$ cat config.mk
export PLATFORM = sky130hd
export DESIGN_NAME = img_rd_tx_flat
export DESIGN_NICKNAME = d
export VERILOG_FILES = /design/src/rtl/img_pkg.sv /design/src/rtl/img_rd_tx_if.sv /design/src/rtl/img_rd_tx.sv /design/src/flat_wrapper.sv
export SDC_FILE = /design/constraint.sdc
export NUM_CORES = 1
export LEC_CHECK = 0
export ABC_AREA = 1
export CAP_MARGIN = 20
export CORE_ASPECT_RATIO = 1.5
export CORE_UTILIZATION = 45
export DETAILED_ROUTE_END_ITERATION = 10
export GPL_TIMING_DRIVEN = 0
export PLACE_DENSITY_LB_ADDON = 0.15
export SLEW_MARGIN = 20
export SYNTH_ARGS = -nofsm -noshare
export SYNTH_HDL_FRONTEND = slang
export SYNTH_SLANG_ARGS = --single-unit
$ cat constraint.sdc
create_clock -name Clk -period 1.6 [get_ports Clk]
set_input_delay 0.4 -clock Clk [delete_from_list [all_inputs] [get_ports Clk]]
set_output_delay 0.4 -clock Clk [all_outputs]
set_load 0.01 [all_outputs]
$ cat src/rtl/img_pkg.sv
// Shared image constants and FSM state encoding for the frame-buffer
// readback path (img_rd_tx) and the UART image loader (img_rx_wr).
package img_pkg;

  localparam int IMG_W      = 256;
  localparam int IMG_H      = 256;
  localparam int PIX_W      = 16;
  localparam int IMG_ADDR_W = 16;

  // Readback FSM encoding, kept as plain constants for legacy tools
  localparam logic [2:0] ST_IDLE    = 3'd0;
  localparam logic [2:0] ST_RD_REQ  = 3'd1;
  localparam logic [2:0] ST_RD_WAIT = 3'd2;
  localparam logic [2:0] ST_SEND_B0 = 3'd3;
  localparam logic [2:0] ST_WAIT_B0 = 3'd4;
  localparam logic [2:0] ST_SEND_B1 = 3'd5;
  localparam logic [2:0] ST_WAIT_B1 = 3'd6;

  // Select the high or low byte of an RGB565 pixel
  function automatic logic [7:0] pix_byte(input logic [PIX_W-1:0] pix,
                                          input logic sel_hi);
    logic [7:0] b;
    if (sel_hi) begin
      b = pix[15:8];
    end else begin
      b = pix[7:0];
    end
    return b;
  endfunction

endpackage

$ cat src/rtl/img_rd_tx_if.sv
// Control, RAM read port and byte-transmitter handshake of the readback block.
// master = the readback engine, slave = its environment (RAM, UART, host ctrl).
interface img_rd_tx_if
  import img_pkg::*;
#(
  parameter int ADDR_W = IMG_ADDR_W
) ();

  logic              start;
  logic              abort;
  logic              busy;
  logic              done;
  logic              ram_rden;
  logic [ADDR_W-1:0] ram_rdaddr;
  logic [PIX_W-1:0]  ram_rddata;
  logic [7:0]        tx_data;
  logic              send_en;
  logic              tx_done;

  modport master (
    input  start, abort, ram_rddata, tx_done,
    output busy, done, ram_rden, ram_rdaddr, tx_data, send_en
  );

  modport slave (
    output start, abort, ram_rddata, tx_done,
    input  busy, done, ram_rden, ram_rdaddr, tx_data, send_en
  );

endinterface

$ cat src/rtl/img_rd_tx.sv
// Frame-buffer readback: walks the frame RAM from address 0 to IMG_PIXELS-1
// and hands each RGB565 pixel to the UART byte transmitter as two bytes.
// Each byte waits for the transmitter's tx_done before the next one is
// issued, so throughput is set entirely by the UART.
module img_rd_tx
  import img_pkg::*;
#(
  parameter int IMG_PIXELS = IMG_W * IMG_H,
  parameter int ADDR_W     = IMG_ADDR_W,
  parameter int RD_LAT     = 1,
  parameter bit MSB_FIRST  = 1'b1
) (
  input  logic         Clk,
  input  logic         Reset,
  img_rd_tx_if.master  bus
);

  localparam logic [ADDR_W-1:0] LAST_ADDR = ADDR_W'(IMG_PIXELS - 1);
  localparam logic [1:0]        LAT_LAST  = 2'(RD_LAT - 1);

  logic [2:0]        state_r;
  logic [ADDR_W-1:0] addr_r;
  logic [1:0]        lat_cnt_r;
  logic [PIX_W-1:0]  pix_r;
  logic [7:0]        tx_data_r;
  logic              send_en_r;
  logic              rden_r;
  logic              busy_r;
  logic              done_r;
  logic [7:0]        byte0_s;
  logic [7:0]        byte1_s;

  // Byte order on the wire for the held pixel
  always_comb begin
    byte0_s = pix_byte(pix_r, MSB_FIRST);
    byte1_s = pix_byte(pix_r, !MSB_FIRST);
  end

  // Readback FSM with address counter, read-latency counter and pixel hold
  always_ff @(posedge Clk or posedge Reset) begin
    if (Reset) begin
      state_r   <= ST_IDLE;
      addr_r    <= '0;
      lat_cnt_r <= 2'd0;
      pix_r     <= '0;
      tx_data_r <= 8'd0;
      send_en_r <= 1'b0;
      rden_r    <= 1'b0;
      busy_r    <= 1'b0;
      done_r    <= 1'b0;
    end else begin
      rden_r    <= 1'b0;
      send_en_r <= 1'b0;
      done_r    <= 1'b0;
      case (state_r)
        ST_IDLE: begin
          // busy is held through the done cycle so a start there is ignored
          if (done_r) begin
            busy_r <= 1'b0;
          end else if (bus.start) begin
            state_r <= ST_RD_REQ;
            busy_r  <= 1'b1;
            addr_r  <= '0;
            rden_r  <= 1'b1;
          end else begin
            busy_r <= 1'b0;
          end
        end
        ST_RD_REQ: begin
          lat_cnt_r <= 2'd0;
          state_r   <= ST_RD_WAIT;
        end
        ST_RD_WAIT: begin
          if (lat_cnt_r == LAT_LAST) begin
            pix_r   <= bus.ram_rddata;
            state_r <= ST_SEND_B0;
          end else begin
            lat_cnt_r <= lat_cnt_r + 2'd1;
          end
        end
        ST_SEND_B0: begin
          tx_data_r <= byte0_s;
          send_en_r <= 1'b1;
          state_r   <= ST_WAIT_B0;
        end
        ST_WAIT_B0: begin
          if (bus.tx_done) begin
            if (bus.abort) begin
              state_r <= ST_IDLE;
              busy_r  <= 1'b0;
            end else begin
              state_r <= ST_SEND_B1;
            end
          end else begin
            state_r <= ST_WAIT_B0;
          end
        end
        ST_SEND_B1: begin
          tx_data_r <= byte1_s;
          send_en_r <= 1'b1;
          state_r   <= ST_WAIT_B1;
        end
        ST_WAIT_B1: begin
          if (bus.tx_done) begin
            if (bus.abort) begin
              state_r <= ST_IDLE;
              busy_r  <= 1'b0;
            end else if (addr_r == LAST_ADDR) begin
              state_r <= ST_IDLE;
              done_r  <= 1'b1;
              addr_r  <= '0;
            end else begin
              addr_r  <= addr_r + ADDR_W'(1);
              rden_r  <= 1'b1;
              state_r <= ST_RD_REQ;
            end
          end else begin
            state_r <= ST_WAIT_B1;
          end
        end
        default: begin
          state_r <= ST_IDLE;
          busy_r  <= 1'b0;
        end
      endcase
    end
  end

  assign bus.busy       = busy_r;
  assign bus.done       = done_r;
  assign bus.ram_rden   = rden_r;
  assign bus.ram_rdaddr = addr_r;
  assign bus.tx_data    = tx_data_r;
  assign bus.send_en    = send_en_r;

endmodule
$ cat src/flat_wrapper.sv
// flat-port wrapper written by rule: the top's interface ports become plain ports
module img_rd_tx_flat import img_pkg::*;
#(
  parameter int IMG_PIXELS = IMG_W * IMG_H,
  parameter int ADDR_W     = IMG_ADDR_W,
  parameter int RD_LAT     = 1,
  parameter bit MSB_FIRST  = 1'b1
)
  (Clk, Reset, bus_start, bus_abort, bus_ram_rddata, bus_tx_done, bus_busy, bus_done, bus_ram_rden, bus_ram_rdaddr, bus_tx_data, bus_send_en);
  img_rd_tx_if #(.ADDR_W(ADDR_W)) bus_i ();
  input  logic Clk;
  input  logic Reset;
  input wire logic [$bits(bus_i.start)-1:0] bus_start;
  input wire logic [$bits(bus_i.abort)-1:0] bus_abort;
  input wire logic [$bits(bus_i.ram_rddata)-1:0] bus_ram_rddata;
  input wire logic [$bits(bus_i.tx_done)-1:0] bus_tx_done;
  output wire logic [$bits(bus_i.busy)-1:0] bus_busy;
  output wire logic [$bits(bus_i.done)-1:0] bus_done;
  output wire logic [$bits(bus_i.ram_rden)-1:0] bus_ram_rden;
  output wire logic [$bits(bus_i.ram_rdaddr)-1:0] bus_ram_rdaddr;
  output wire logic [$bits(bus_i.tx_data)-1:0] bus_tx_data;
  output wire logic [$bits(bus_i.send_en)-1:0] bus_send_en;
  assign bus_i.start = bus_start;
  assign bus_i.abort = bus_abort;
  assign bus_i.ram_rddata = bus_ram_rddata;
  assign bus_i.tx_done = bus_tx_done;
  assign bus_busy = bus_i.busy;
  assign bus_done = bus_i.done;
  assign bus_ram_rden = bus_i.ram_rden;
  assign bus_ram_rdaddr = bus_i.ram_rdaddr;
  assign bus_tx_data = bus_i.tx_data;
  assign bus_send_en = bus_i.send_en;
  img_rd_tx #(.IMG_PIXELS(IMG_PIXELS), .ADDR_W(ADDR_W), .RD_LAT(RD_LAT), .MSB_FIRST(MSB_FIRST)) u_core (.Clk(Clk), .Reset(Reset), .bus(bus_i));
endmodule
# After elaboration in Yosys (flattened, before gate mapping)
# Index checks and enable logic that the tools add are counted.
[op_classes]
add_sub_neg = 2
multipliers = 0
div_mod_pow = 0
order_cmp = 0
n_eq_ne = 15
shifts = 0
mux = 32
bitwise_logic = 1
reduce_logical = 13
[ops]
columns = ["operator", "n"]
rows = [
  ["two-way mux 16 bit", 5],
  ["one-hot mux 16 bit (2 select lines)", 1],
  ["two-way mux 3 bit", 7],
  ["one-hot mux 3 bit (7 select lines)", 1],
  ["adder 16 x 1 -> 16 bit (second input constant)", 1],
  ["equality test 16 bit (second input constant)", 1],
  ["one-hot mux 8 bit (2 select lines)", 1],
  ["two-way mux 1 bit", 13],
  ["inequality test 2 bit (second input constant)", 5],
  ["equality test 3 bit (second input constant)", 3],
  ["equality test 3 x 2 -> 1 bit (second input constant)", 2],
  ["inequality test 2 x 1 -> 1 bit (second input constant)", 3],
  ["AND reduction 3 bit", 2],
  ["nonzero test 2 bit", 3],
  ["AND reduction 5 bit", 1],
  ["one-hot mux 2 bit (2 select lines)", 1],
  ["AND reduction 2 bit", 2],
  ["OR reduction 2 bit", 2],
  ["OR reduction 4 bit", 1],
  ["equality test 3 x 1 -> 1 bit (second input constant)", 1],
  ["logical NOT 3 bit", 1],
  ["one-hot mux 1 bit (3 select lines)", 1],
  ["adder 2 x 1 -> 2 bit (second input constant)", 1],
  ["logical NOT 2 bit", 1],
  ["other kinds (3)", 3],
]
[totals]
regBits = 49
latchBits = 0
mem_bits_rw = 0
rom_bits = 0
inputBits = 21
output_inout_bits = 28
elab_cells = 72
memories = 0

# Longest topological paths before layout
# Gate-level depths: netlist (run 1).
[logic_depth]
depth_word = 5
ltp_mapped = 10
ltp_nobuf = 10

# Worst setup path after synthesis (run 1)
# Ideal clock, no wire load.
[synth_path]
kind = "register -> register"
start = "register u_core.addr_r[0] (netlist: u_core.bus.ram_rdaddr[0])"
end = "register u_core.addr_r[2] (netlist: u_core.bus.ram_rdaddr[2])"
setup_ns = 0.118
arrival_time_ns = 1.403
required_time_ns = 1.482
setup_slack_ns = 0.079
path_stages_with_launch = 9
path_buffers = 0
synth_period_minus_slack_ns = 1.521
path_cell_list = "dfrtp_1 > ha_1 > nand3_1 > nor2_1 > nand2_1 > nand2_1 > nand2_1 > inv_1 > nor2_1"
[synth_via]
elab_chain_len = 5
elab_cells_between_ends = 6
cone_classes = "add/sub: 1; eq/ne: 1; mux: 4"
[synth_lines]
columns = ["element", "line_no", "text"]
rows = [
  ["start, declared", "img_rd_tx.sv:22", "logic [ADDR_W-1:0] addr_r;"],
  ["start signal, assigned", "img_rd_tx.sv:113", "addr_r <= addr_r + ADDR_W'(1);"],
  ["adder 16 x 1 -> 16 bit / equality test 16 bit (equally long branches)", "img_rd_tx.sv:113, img_rd_tx.sv:108", ""],
  ["two-way mux 16 bit (*)", "img_rd_tx.sv:108", "end else if (addr_r == LAST_ADDR) begin"],
  ["two-way mux 16 bit (*)", "img_rd_tx.sv:105", "if (bus.abort) begin"],
  ["two-way mux 16 bit (*)", "img_rd_tx.sv:104", "if (bus.tx_done) begin"],
  ["one-hot mux 16 bit (2 select lines) (*)", "img_rd_tx.sv:55", "case (state_r)"],
]
# Every way passes the cells marked *; elsewhere a longest branch is shown, timed or not. The select of a mux whose other input is x is not followed.
# A chain may end at the register's enable or synchronous reset.

# Worst setup path after layout (run 1)
[layout_path]
start = "register u_core.rden_r (netlist: u_core.bus.ram_rden)"
end = "output port bus_ram_rden"
[layout_lines]
columns = ["element", "line_no", "text"]
rows = [
  ["start, declared", "img_rd_tx.sv:27", "logic rden_r;"],
  ["start signal, assigned", "img_rd_tx.sv:48", "rden_r <= 1'b0;"],
  ["start signal, assigned", "img_rd_tx.sv:52", "rden_r <= 1'b0;"],
  ["start signal, assigned", "img_rd_tx.sv:64", "rden_r <= 1'b1;"],
  ["end, declared", "flat_wrapper.sv:19", "output wire logic [$bits(bus_i.ram_rden)-1:0] bus_ram_rden;"],
]
# No word-level cell between the ends.

==> impl_metrics.csv, run 1 <==
group,metric,value,unit
routing,vias,2155,
routing,viasPerCell,5.131,
cts,root_buffer,"clkbuf_8",
worst_setup_path,r2r-end,"u_core.pix_r[0]",
timing,timing.hold.ws,0.3776,ns
final_layout,post-route-util,63.75,%
power_and_ir_drop,p_int,2873,uW
placement,port_buffers,48,
power_and_ir_drop,clockPowerShare,16.5,%
cts,cts_tree,"yes",
floorplan,io_pins,49,
worst_setup_path,slowest_stage,"clkdlybuf4s50_1",
power_and_ir_drop,power,4570,uW
cts,cts_hold_buffers,0,
routing,drc,0,
final_layout,drive_gt1_share,21.88,%
grt,grt_pass1_vias,2251,
synthesis,synthesis.instances,277,
timing,finalSetupViolCount,0,
worst_setup_path,cp_max_fo,1,
synthesis,synth_seq_cells,49,
worst_setup_path,r2r_start,"u_core.state_r[2]",
power_and_ir_drop,switching_power,1697,uW
grt,grt_pass1_wl,9998,um
power_and_ir_drop,pwr-share-comb,42.4,%
synthesis,yosys.cell_count.top_type,"nand2_1",
timing,maxSlewViolCount,0,
power_and_ir_drop,p_sw_share,37.13,%
synthesis,yosys_warnings,0,
timing,slew_headroom,75.48,%
timing,setup_tns,0,ns
worst_setup_path,endpoint_kind,"output pin",
routing,drt_iter0_markers,137,
synthesis,synth.cell_area,2457,sq um
worst_setup_path,worstPathArrival,1.15,ns
routing,wire_per_inst,13.68,um
worst_setup_path,ff2ff_path_depth,7,
final_layout,fin_nets,374,
synthesis,synth_ff_type,"dfrtp_1",
synthesis,syn_avg_cell_area,8.871,sq um
routing,postRouteAntennaNets,0,
status,status,"completed",
floorplan,initial_utilization,47.21,%
cts,cts.reportedPaths.clkPinSlew,0.09,ns
routing,dr.pass1.iters,4,
worst_setup_path,crit_family,"buffers and inverters",
synthesis,ys_seq_area_share,49.90,%
synthesis,synth_top_area_share,49.90,%
power_and_ir_drop,peakVddDrop,524.0,uV
floorplan,die-height,92.51,um
routing,drt-total-wl,5747,um
worst_setup_path,critPathMaxStageDelay,0.52,ns
worst_setup_path,critical_path_class,"reg2out",
timing,hold_viol,0,
placement,postPlaceCellArea,3043,sq um
synthesis,synthTopCellsByCount,"62 x nand2_1, 49 x dfrtp_1, 31 x inv_1, 31 x nor2_1, 25 x nand3_1",
floorplan,design.core.area,5205,sq um
timing,post-route-period-util,97.08,%
worst_setup_path,critPathLaunchType,"register",
placement,dp_hpwl,4148,um
floorplan,die-area,5766,sq um
synthesis,async_flop_share,100.0,%
timing,worst_pin_slew,0.3672,ns
synthesis,synthesis.nets,300,
timing,finClkSkew,0.01283,ns
job,drv_cap,0,
power_and_ir_drop,p_leak,0.001680,uW
synthesis,yosys.area.top_type,"dfrtp_1",
final_layout,fillers,467,
cts,htreeDepth,2,
cts,worstSkewPairLatency,0.31,ns
floorplan,dieWidth,62.34,um
power_and_ir_drop,seqPwrFrac,41.1,%
timing,fmax,643.8,MHz
cts,cts.path.max_buffers,2,
grt,antenna_found_initial,0,
grt,grt.total_usage,21.98,%
timing,period_minus_slack,1.553,ns
worst_setup_path,worstPathRequired,1.20,ns
floorplan,row_count,32,
synthesis,synthTopCellsByArea,"dfrtp_1 50%, nand2_1 9.5%, mux2_2 7.3%",
grt,grt_max_degree,35,
final_layout,final_area,3318,sq um
cts,cts_buffers,5,
power_and_ir_drop,power_density,1377,nW/um^2
worst_setup_path,cp_num_buf_inv,1,
final_layout,syn_to_final_growth,35.03,%
worst_setup_path,path_cells,"clkdlybuf4s50_1",
worst_setup_path,r2r_setup_slack,0.07,ns
cts,cts_sinks,49,
synthesis,synth_edf_count,0,
min_path,hp-class,"in2async",
synthesis,synthDistinctLibCells,29,
final_layout,diodes,0,
placement,place.gp.congestion,0.9142,
grt,gr-total-overflow,0,
## registers in the layout (all words and copies together) (netlist names)
signal	flops
u_core.bus.busy	1
u_core.bus.done	1
u_core.bus.ram_rdaddr	16
u_core.bus.ram_rden	1
u_core.bus.send_en	1
u_core.bus.tx_data	8
u_core.lat_cnt_r	2
u_core.pix_r	16
u_core.state_r	3
## kinds of logic after synthesis
kind of cell | after synthesis | synth area share [%]
buf+inv | 40 | 7.637
xor+xnor | 3 | 1.069
fa+ha+maj | 2 | 1.018
flops | 49 | 49.90
compound gates | 25 | 6.008
mux | 16 | 7.332
simple gates | 142 | 27.04
## timing repair
item                       CTS  global route
pin swaps                    2             1
gates resized for setup     34            13
buffers inserted            17             1
setup endpoints to repair   38            23
## worst max-delay path by stage
stage                               start                   endpoint  cells after the start
floorplan                           Reset            u_core.bus.busy                      1
global placement                    Reset           u_core.pix_r[14]                      2
detailed placement            bus_tx_done  u_core.bus.ram_rdaddr[15]                      9
CTS                 u_core.bus.tx_data[2]             bus_tx_data[2]                      1
global route            u_core.state_r[2]            u_core.pix_r[0]                      7
finish                u_core.bus.ram_rden               bus_ram_rden                      1
## metrics by stage
| step | std cells | setup slack, ns |
|---|---|---|
| detailed placement | 394 | -0.4542 |
| CTS | 419 | 0.003881 |
| floorplan | 277 | 0.02718 |
| finish | 420 | 0.04675 |
| global placement | 393 | -0.9492 |
| global route | 420 | -0.003642 |
## layout make-up
class / count / area, sq um / area share, %
inverter: 34 / 132.6 / 3.997
sequential: 49 / 1230 / 37.07
timing repair buffer: 67 / 609.3 / 18.36
multi-input combinational: 188 / 1110 / 33.45
tap: 68 / 85.08 / 2.564
buffer: 6 / 57.56 / 1.735
clock buffer: 5 / 68.82 / 2.074
clock inverter: 3 / 25.02 / 0.7541
## power groups by stage
stage,clock [uW],sequential (uW),combinational (uW)
after floorplan,0,1920,1200
after global placement,0,1880,1840
after detailed placement,0,1890,1890
after CTS,787,1860,1880
after global routing,826,1930,2130
final,754,1880,1940
## routing by layer
metal  track usage (%)  up-vias  share of wire (%)
met2             42.31       57                 54
met5                 0        -                  0
met3             2.833       15                3.9
li1                  -     1058                  -
met1             23.00     1025                 39
met4             11.05        0                2.9
## cells in the final DEF (no fill, tap or decap), types with 8 or more instances in the layout
cell / count
o21ai_0: 8
nand4_1: 9
buf_4: 20
dlygate4sd2_1: 25
nand2_1: 60
nand3_1: 24
nor2_1: 26
mux2_2: 16
a31oi_1: 8
clkdlybuf4s50_1: 21
inv_1: 29
dfrtp_1: 46
Power figures use the tool's default switching activity.
==> run 2: changes to the inputs <==
--- a/config.mk
+++ b/config.mk
@@ -8,10 +8,12 @@
 export ABC_AREA = 1
 export CAP_MARGIN = 20
 export CORE_ASPECT_RATIO = 1.5
+export CORE_MARGIN = 3
 export CORE_UTILIZATION = 45
 export DETAILED_ROUTE_END_ITERATION = 10
 export GPL_TIMING_DRIVEN = 0
 export PLACE_DENSITY_LB_ADDON = 0.15
+export SKIP_CTS_REPAIR_TIMING = 1
 export SLEW_MARGIN = 20
 export SYNTH_ARGS = -nofsm -noshare
 export SYNTH_HDL_FRONTEND = slang
==> run 2 against run 1 <==
Sequential power about the same. Global-route usage decreased by 2.9 points. Combinational power is essentially flat. Via count shrank 1.2%. Sequential share of layout area decreased by 1.1 points. Clock skew down 0.0057 ns. Die area up 11%. Cell count is 0.24% lower. Setup slack improved by 0.0035 ns. Final area grew 3.6%.
==> impl_metrics.csv, run 2 (synthesis gave the netlist of run 1 again) <==
group,metric,value,unit
status,status,"completed",
power_and_ir_drop,pwr-share-comb,39.6,%
worst_setup_path,critPathMaxStageDelay,0.52,ns
floorplan,io_pins,49,
worst_setup_path,crit_family,"buffers and inverters",
final_layout,fin_nets,373,
routing,drt-total-wl,6010,um
grt,gr-total-overflow,0,
timing,finClkSkew,0.007144,ns
routing,drt_iter0_markers,96,
grt,grt_pass1_wl,9225,um
power_and_ir_drop,peakVddDrop,608.9,uV
placement,place.gp.congestion,0.8803,
power_and_ir_drop,seqPwrFrac,38.4,%
cts,cts_sinks,49,
cts,cts.path.max_buffers,2,
routing,postRouteAntennaNets,0,
worst_setup_path,r2r_start,"u_core.state_r[0]",
placement,port_buffers,48,
worst_setup_path,slowest_stage,"clkdlybuf4s50_1",
power_and_ir_drop,p_int,3204,uW
grt,grt_pass1_vias,2022,
power_and_ir_drop,power_density,1424,nW/um^2
routing,drc,0,
job,drv_cap,0,
final_layout,fillers,459,
cts,worstSkewPairLatency,0.31,ns
worst_setup_path,worstPathArrival,1.15,ns
timing,post-route-period-util,96.86,%
timing,maxSlewViolCount,0,
final_layout,final_cell_mix,"61 x nand2_1, 41 x dfrtp_1, 29 x inv_1",
worst_setup_path,cp_num_buf_inv,1,
final_layout,final_area,3437,sq um
timing,period_minus_slack,1.550,ns
worst_setup_path,critPathLaunch,"u_core.bus.ram_rden",
placement,dp_hpwl,4214,um
floorplan,die-area,6402,sq um
routing,vias,2130,
cts,htreeDepth,2,
worst_setup_path,critPathLaunchType,"register",
placement,postPlaceCellArea,3043,sq um
floorplan,design.core.area,5205,sq um
routing,viasPerCell,5.084,
grt,grt_max_degree,35,
timing,rsz0062_at_grt,"yes",
floorplan,dieWidth,66.34,um
cts,cts_buffers,5,
worst_setup_path,worstPathRequired,1.20,ns
power_and_ir_drop,p_leak,0.001978,uW
grt,antenna_found_initial,0,
final_layout,syn_to_final_growth,39.87,%
final_layout,stdcell_count,419,
min_path,hp-class,"in2async",
placement,placedCellCount,394,
timing,finalSetupViolCount,0,
timing,setup_tns,0,ns
cts,cts_tree,"yes",
worst_setup_path,cp_max_fo,1,
timing,slew_headroom,74.72,%
cts,cts.reportedPaths.clkPinSlew,0.09,ns
routing,dr.pass1.iters,4,
worst_setup_path,path_cells,"clkdlybuf4s50_1",
final_layout,drive_gt1_share,22.51,%
worst_setup_path,endpoint_kind,"output pin",
timing,hold_viol,0,
power_and_ir_drop,clockPowerShare,21.9,%
power_and_ir_drop,p_sw_share,34.55,%
power_and_ir_drop,switching_power,1691,uW
routing,wire_per_inst,14.34,um
worst_setup_path,critical_path_class,"reg2out",
grt,grt.total_usage,19.04,%
final_layout,diodes,0,
final_layout,layout_commonest_cell,"nand2_1",
timing,fmax,645.3,MHz
timing,worst_pin_slew,0.3786,ns
floorplan,row_count,32,
floorplan,initial_utilization,47.21,%
cts,root_buffer,"clkbuf_8",
floorplan,die-height,96.51,um
run 2: per-layer routing:
metal	vias up	wire [um]	GRT usage [%]
met5	-	0	0
met4	0	131	9.492
met3	10	259	2.894
met2	59	3246	34.47
met1	1012	2373	21.35
li1	1049	-	-
run 2: worst paths after layout:
| check | to | slack (ns) | cells after the start |
|---|---|---|---|
| hold reg to reg | u_core.lat_cnt_r[0] | 0.50 | 1 |
| min in group Clk | u_core.lat_cnt_r[0] | 0.50 | 1 |
| max in group asynchronous | u_core.state_r[0] | 0.71 | 3 |
| setup / recovery | bus_ram_rden | 0.05 | 1 |
| hold / removal | u_core.bus.ram_rdaddr[4] | 0.38 | 2 |
| setup reg to reg | u_core.bus.ram_rdaddr[15] | 0.05 | 9 |
run 2: area by class of cell:
class	instances	area (sq um)	area share, %
inverters	34	130.1	3.786
clock buffers	5	68.82	2.002
plain buffers	6	57.56	1.675
clock inverters	3	68.82	2.002
repair buffers	66	695.7	20.24
multi-input cells	188	1095	31.85
flip-flops and latches	49	1236	35.97
well taps	68	85.08	2.475
run 2: stage by stage:
stage                     hold slack (ns)  power [uW]  worst slack [ns]  utilization (%)
after floorplan                    0.4593        3121           0.02718                -
after global placement             0.4818        3731           -0.9676            58.08
after detailed placement           0.4931        3789           -0.4282            58.46
after CTS                          0.3853        4872           -0.3020            61.11
after global routing               0.3926        5211          -0.06490            66.03
final                              0.3798        4895           0.05022            66.03
run 2: power by group through the flow:
stage                     Combinational [uW]  Sequential (uW)  Clock (uW)
after floorplan                         1200             1920           0
after global placement                  1850             1880           0
after detailed placement                1890             1890           0
after CTS                               1900             1870        1100
after global routing                    2130             1920        1160
final                                   1940             1880        1070
==> run 3: changes to the inputs <==
--- a/config.mk
+++ b/config.mk
@@ -5,16 +5,16 @@
 export SDC_FILE = /design/constraint.sdc
 export NUM_CORES = 1
 export LEC_CHECK = 0
-export ABC_AREA = 1
 export CAP_MARGIN = 20
 export CORE_ASPECT_RATIO = 1.5
 export CORE_MARGIN = 3
 export CORE_UTILIZATION = 45
+export CTS_CLUSTER_DIAMETER = 150
 export DETAILED_ROUTE_END_ITERATION = 10
 export GPL_TIMING_DRIVEN = 0
 export PLACE_DENSITY_LB_ADDON = 0.15
 export SKIP_CTS_REPAIR_TIMING = 1
-export SLEW_MARGIN = 20
+export SLEW_MARGIN = 10
 export SYNTH_ARGS = -nofsm -noshare
 export SYNTH_HDL_FRONTEND = slang
 export SYNTH_SLANG_ARGS = --single-unit
==> run 3 against run 2 <==
The flow now finishes with violations (setup timing). Clock power is 30% lower. Combinational power is 42% higher. Flip-flop and latch count stayed put. Cell count is 7.4% higher. Synthesized area is 3.8% higher. Critical endpoint is now u_core.bus.ram_rdaddr[11]. Register-to-register slack worse by 0.29 ns.
==> impl_metrics.csv, run 3 <==
group,metric,value,unit
worst_setup_path,ff2ff_path_depth,6,
routing,drc,0,
final_layout,drive_gt1_share,31.58,%
worst_setup_path,worstPathRequired,1.78,ns
status,violations,"setup timing",
routing,viasPerCell,5.860,
synthesis,synth_seq_cells,49,
cts,cts.reportedPaths.clkPinSlew,0.09,ns
routing,vias,2637,
timing,slew_headroom,67.58,%
synthesis,ys_seq_area_share,48.06,%
routing,wire_per_inst,16.85,um
timing,hold_viol,0,
grt,grt_max_degree,31,
worst_setup_path,path_cells,"buf_6 > nand4_1 > or4_4 > buf_6 > and2_4 > a311o_1",
cts,root_buffer,"clkbuf_8",
grt,antenna_found_initial,0,
final_layout,diodes,0,
power_and_ir_drop,peakVddDrop,1127,uV
worst_setup_path,cp_max_fo,6,
placement,place.gp.congestion,0.8835,
grt,grt.total_usage,21.35,%
cts,worstSkewPairLatency,0.30,ns
placement,port_buffers,48,
job,drv_cap,0,
synthesis,synth_edf_count,0,
cts,cts_sinks,49,
timing,setup_ws,-0.2441,ns
floorplan,die-height,98.22,um
worst_setup_path,critPathMaxStageDelay,0.54,ns
worst_setup_path,crit_family,"simple AND/OR/NAND/NOR gates",
grt,grt_pass1_vias,2503,
routing,postRouteAntennaNets,0,
timing,post-route-period-util,115.3,%
synthesis,syn_avg_cell_area,9.311,sq um
floorplan,die-area,6628,sq um
worst_setup_path,r2r_setup_slack,-0.24,ns
final_layout,fin_nets,403,
routing,dr.pass1.iters,5,
cts,cts_tree,"yes",
routing,drt-total-wl,7582,um
synthesis,synthesis.nets,297,
grt,gr-total-overflow,0,
final_layout,syn_to_final_growth,56.01,%
floorplan,design.core.area,5492,sq um
timing,setup_tns,-2.636,ns
timing,finalSetupViolCount,24,
worst_setup_path,endpoint_kind,"register",
power_and_ir_drop,power_density,1357,nW/um^2
synthesis,synthTopCellsByArea,"dfrtp_1 48%, nand2_1 4.9%, mux2_2 4.4%",
worst_setup_path,cp_num_buf_inv,2,
floorplan,initial_utilization,46.46,%
timing,period_minus_slack,1.844,ns
grt,grt_pass1_wl,11140,um
final_layout,final_cell_mix,"47 x buf_4, 39 x dfrtp_1, 31 x nand2_1, 31 x dlymetal6s2s_1, 18 x clkdlybuf4s50_1",
cts,cts.path.max_buffers,2,
cts,cts_buffers,5,
synthesis,yosys_warnings,0,
synthesis,synthesis.instances,274,
power_and_ir_drop,p_leak,0.002149,uW
synthesis,yosys.cell_count.top_type,"dfrtp_1",
synthesis,async_flop_share,100.0,%
worst_setup_path,critical_path_class,"reg2reg",
floorplan,row_count,33,
synthesis,synthTopCellsByCount,"49 x dfrtp_1, 33 x nand2_1, 19 x o21ai_0",
synthesis,yosys.area.top_type,"dfrtp_1",
routing,drt_iter0_markers,153,
worst_setup_path,worstPathArrival,2.03,ns
cts,htreeDepth,2,
timing,maxSlewViolCount,0,
floorplan,io_pins,49,
timing,timing.hold.ws,0.4180,ns
min_path,hp-class,"in2async",
final_layout,layout_commonest_cell,"buf_4",
placement,dp_hpwl,4723,um
timing,worst_pin_slew,0.4864,ns
worst_setup_path,slowest_stage,"or4_4",
synthesis,synth.cell_area,2551,sq um
worst_setup_path,r2r-end,"u_core.bus.ram_rdaddr[11]",
timing,finClkSkew,0.007681,ns
worst_setup_path,crit_path_frequent_cell,"buf_6",
worst_setup_path,r2r_start,"u_core.bus.ram_rdaddr[6]",
floorplan,dieWidth,67.48,um
worst_setup_path,critPathLaunchType,"register",
status,status,"finished, violations left",
timing,rsz0062_at_grt,"yes",
synthesis,synth_ff_type,"dfrtp_1",
timing,fmax,542.3,MHz
synthesis,synth_top_area_share,48.06,%
synthesis,synthDistinctLibCells,47,
[run 3: worst max path at each step]
stage | slack [ns] | cells after the start | end | from
finish | -0.24 | 6 | u_core.bus.ram_rdaddr[11] | u_core.bus.ram_rdaddr[6]
global route | -0.29 | 6 | u_core.bus.ram_rdaddr[11] | u_core.bus.ram_rdaddr[0]
CTS | -0.58 | 7 | u_core.bus.ram_rdaddr[3] | bus_abort
detailed placement | -0.89 | 6 | u_core.bus.ram_rdaddr[1] | bus_abort
global placement | -1.17 | 2 | u_core.bus.ram_rdaddr[1] | Reset
floorplan | -0.23 | 6 | u_core.bus.ram_rdaddr[11] | u_core.bus.ram_rdaddr[7]
[run 3: per-stage QoR]
stage / power [uW] / utilization (%) / setup slack, ns / cell area, sq um / cells
4_1_cts: 4748 / 59.60 / -0.5803 / 3273 / 400
6_report: 5400 / 72.48 / -0.2441 / 3980 / 450
3_5_place_dp: 3996 / 58.03 / -0.8897 / 3187 / 393
3_3_place_gp: 3940 / 57.67 / -1.167 / 3167 / 392
2_1_floorplan: 3240 / - / -0.2293 / 2599 / 274
5_1_grt: 5784 / 72.48 / -0.2905 / 3980 / 450
[run 3: layout make-up]
| class | count | area (sq um) |
|---|---|---|
| Sequential cell | 49 | 1239 |
| Tap cell | 70 | 87.58 |
| Fill cell | 408 | 1511 |
| Inverter | 12 | 45.04 |
| Multi-Input combinational cell | 193 | 1388 |
| Buffer | 19 | 156.4 |
| Clock buffer | 7 | 86.33 |
| Timing Repair Buffer | 100 | 978.4 |
[run 3: layer usage]
layer / share of wire (%) / GRT usage (%)
met1: 38 / 24.57
met2: 54 / 36.83
met5: 0 / 0
met4: 3.0 / 9.531
met3: 5.1 / 4.258
[run 3: cell families after synthesis]
group | synth area share, %
AO/OA/AOI/OAI | 18.78
multiplexers | 4.806
flip-flops | 48.06
buffers and inverters | 5.198
adder cells (fa/ha/maj) | 0.9807
AND/OR/NAND/NOR | 22.17
[run 3: report_power, final]
part           internal [uW]  leakage [uW]  switching [uW]  total, uW
combinational           1430       0.00149            1330       2750
clock                    344     0.0000443             404        748
sequential              1630      0.000617             266       1900
[run 3: worst register-to-register path, cell delays in order, from the launching register on]
cell and delay, ns:
dfrtp_1 0.37, buf_6 0.13, nand4_1 0.10, or4_4 0.54
buf_6 0.14, and2_4 0.14, a311o_1 0.31
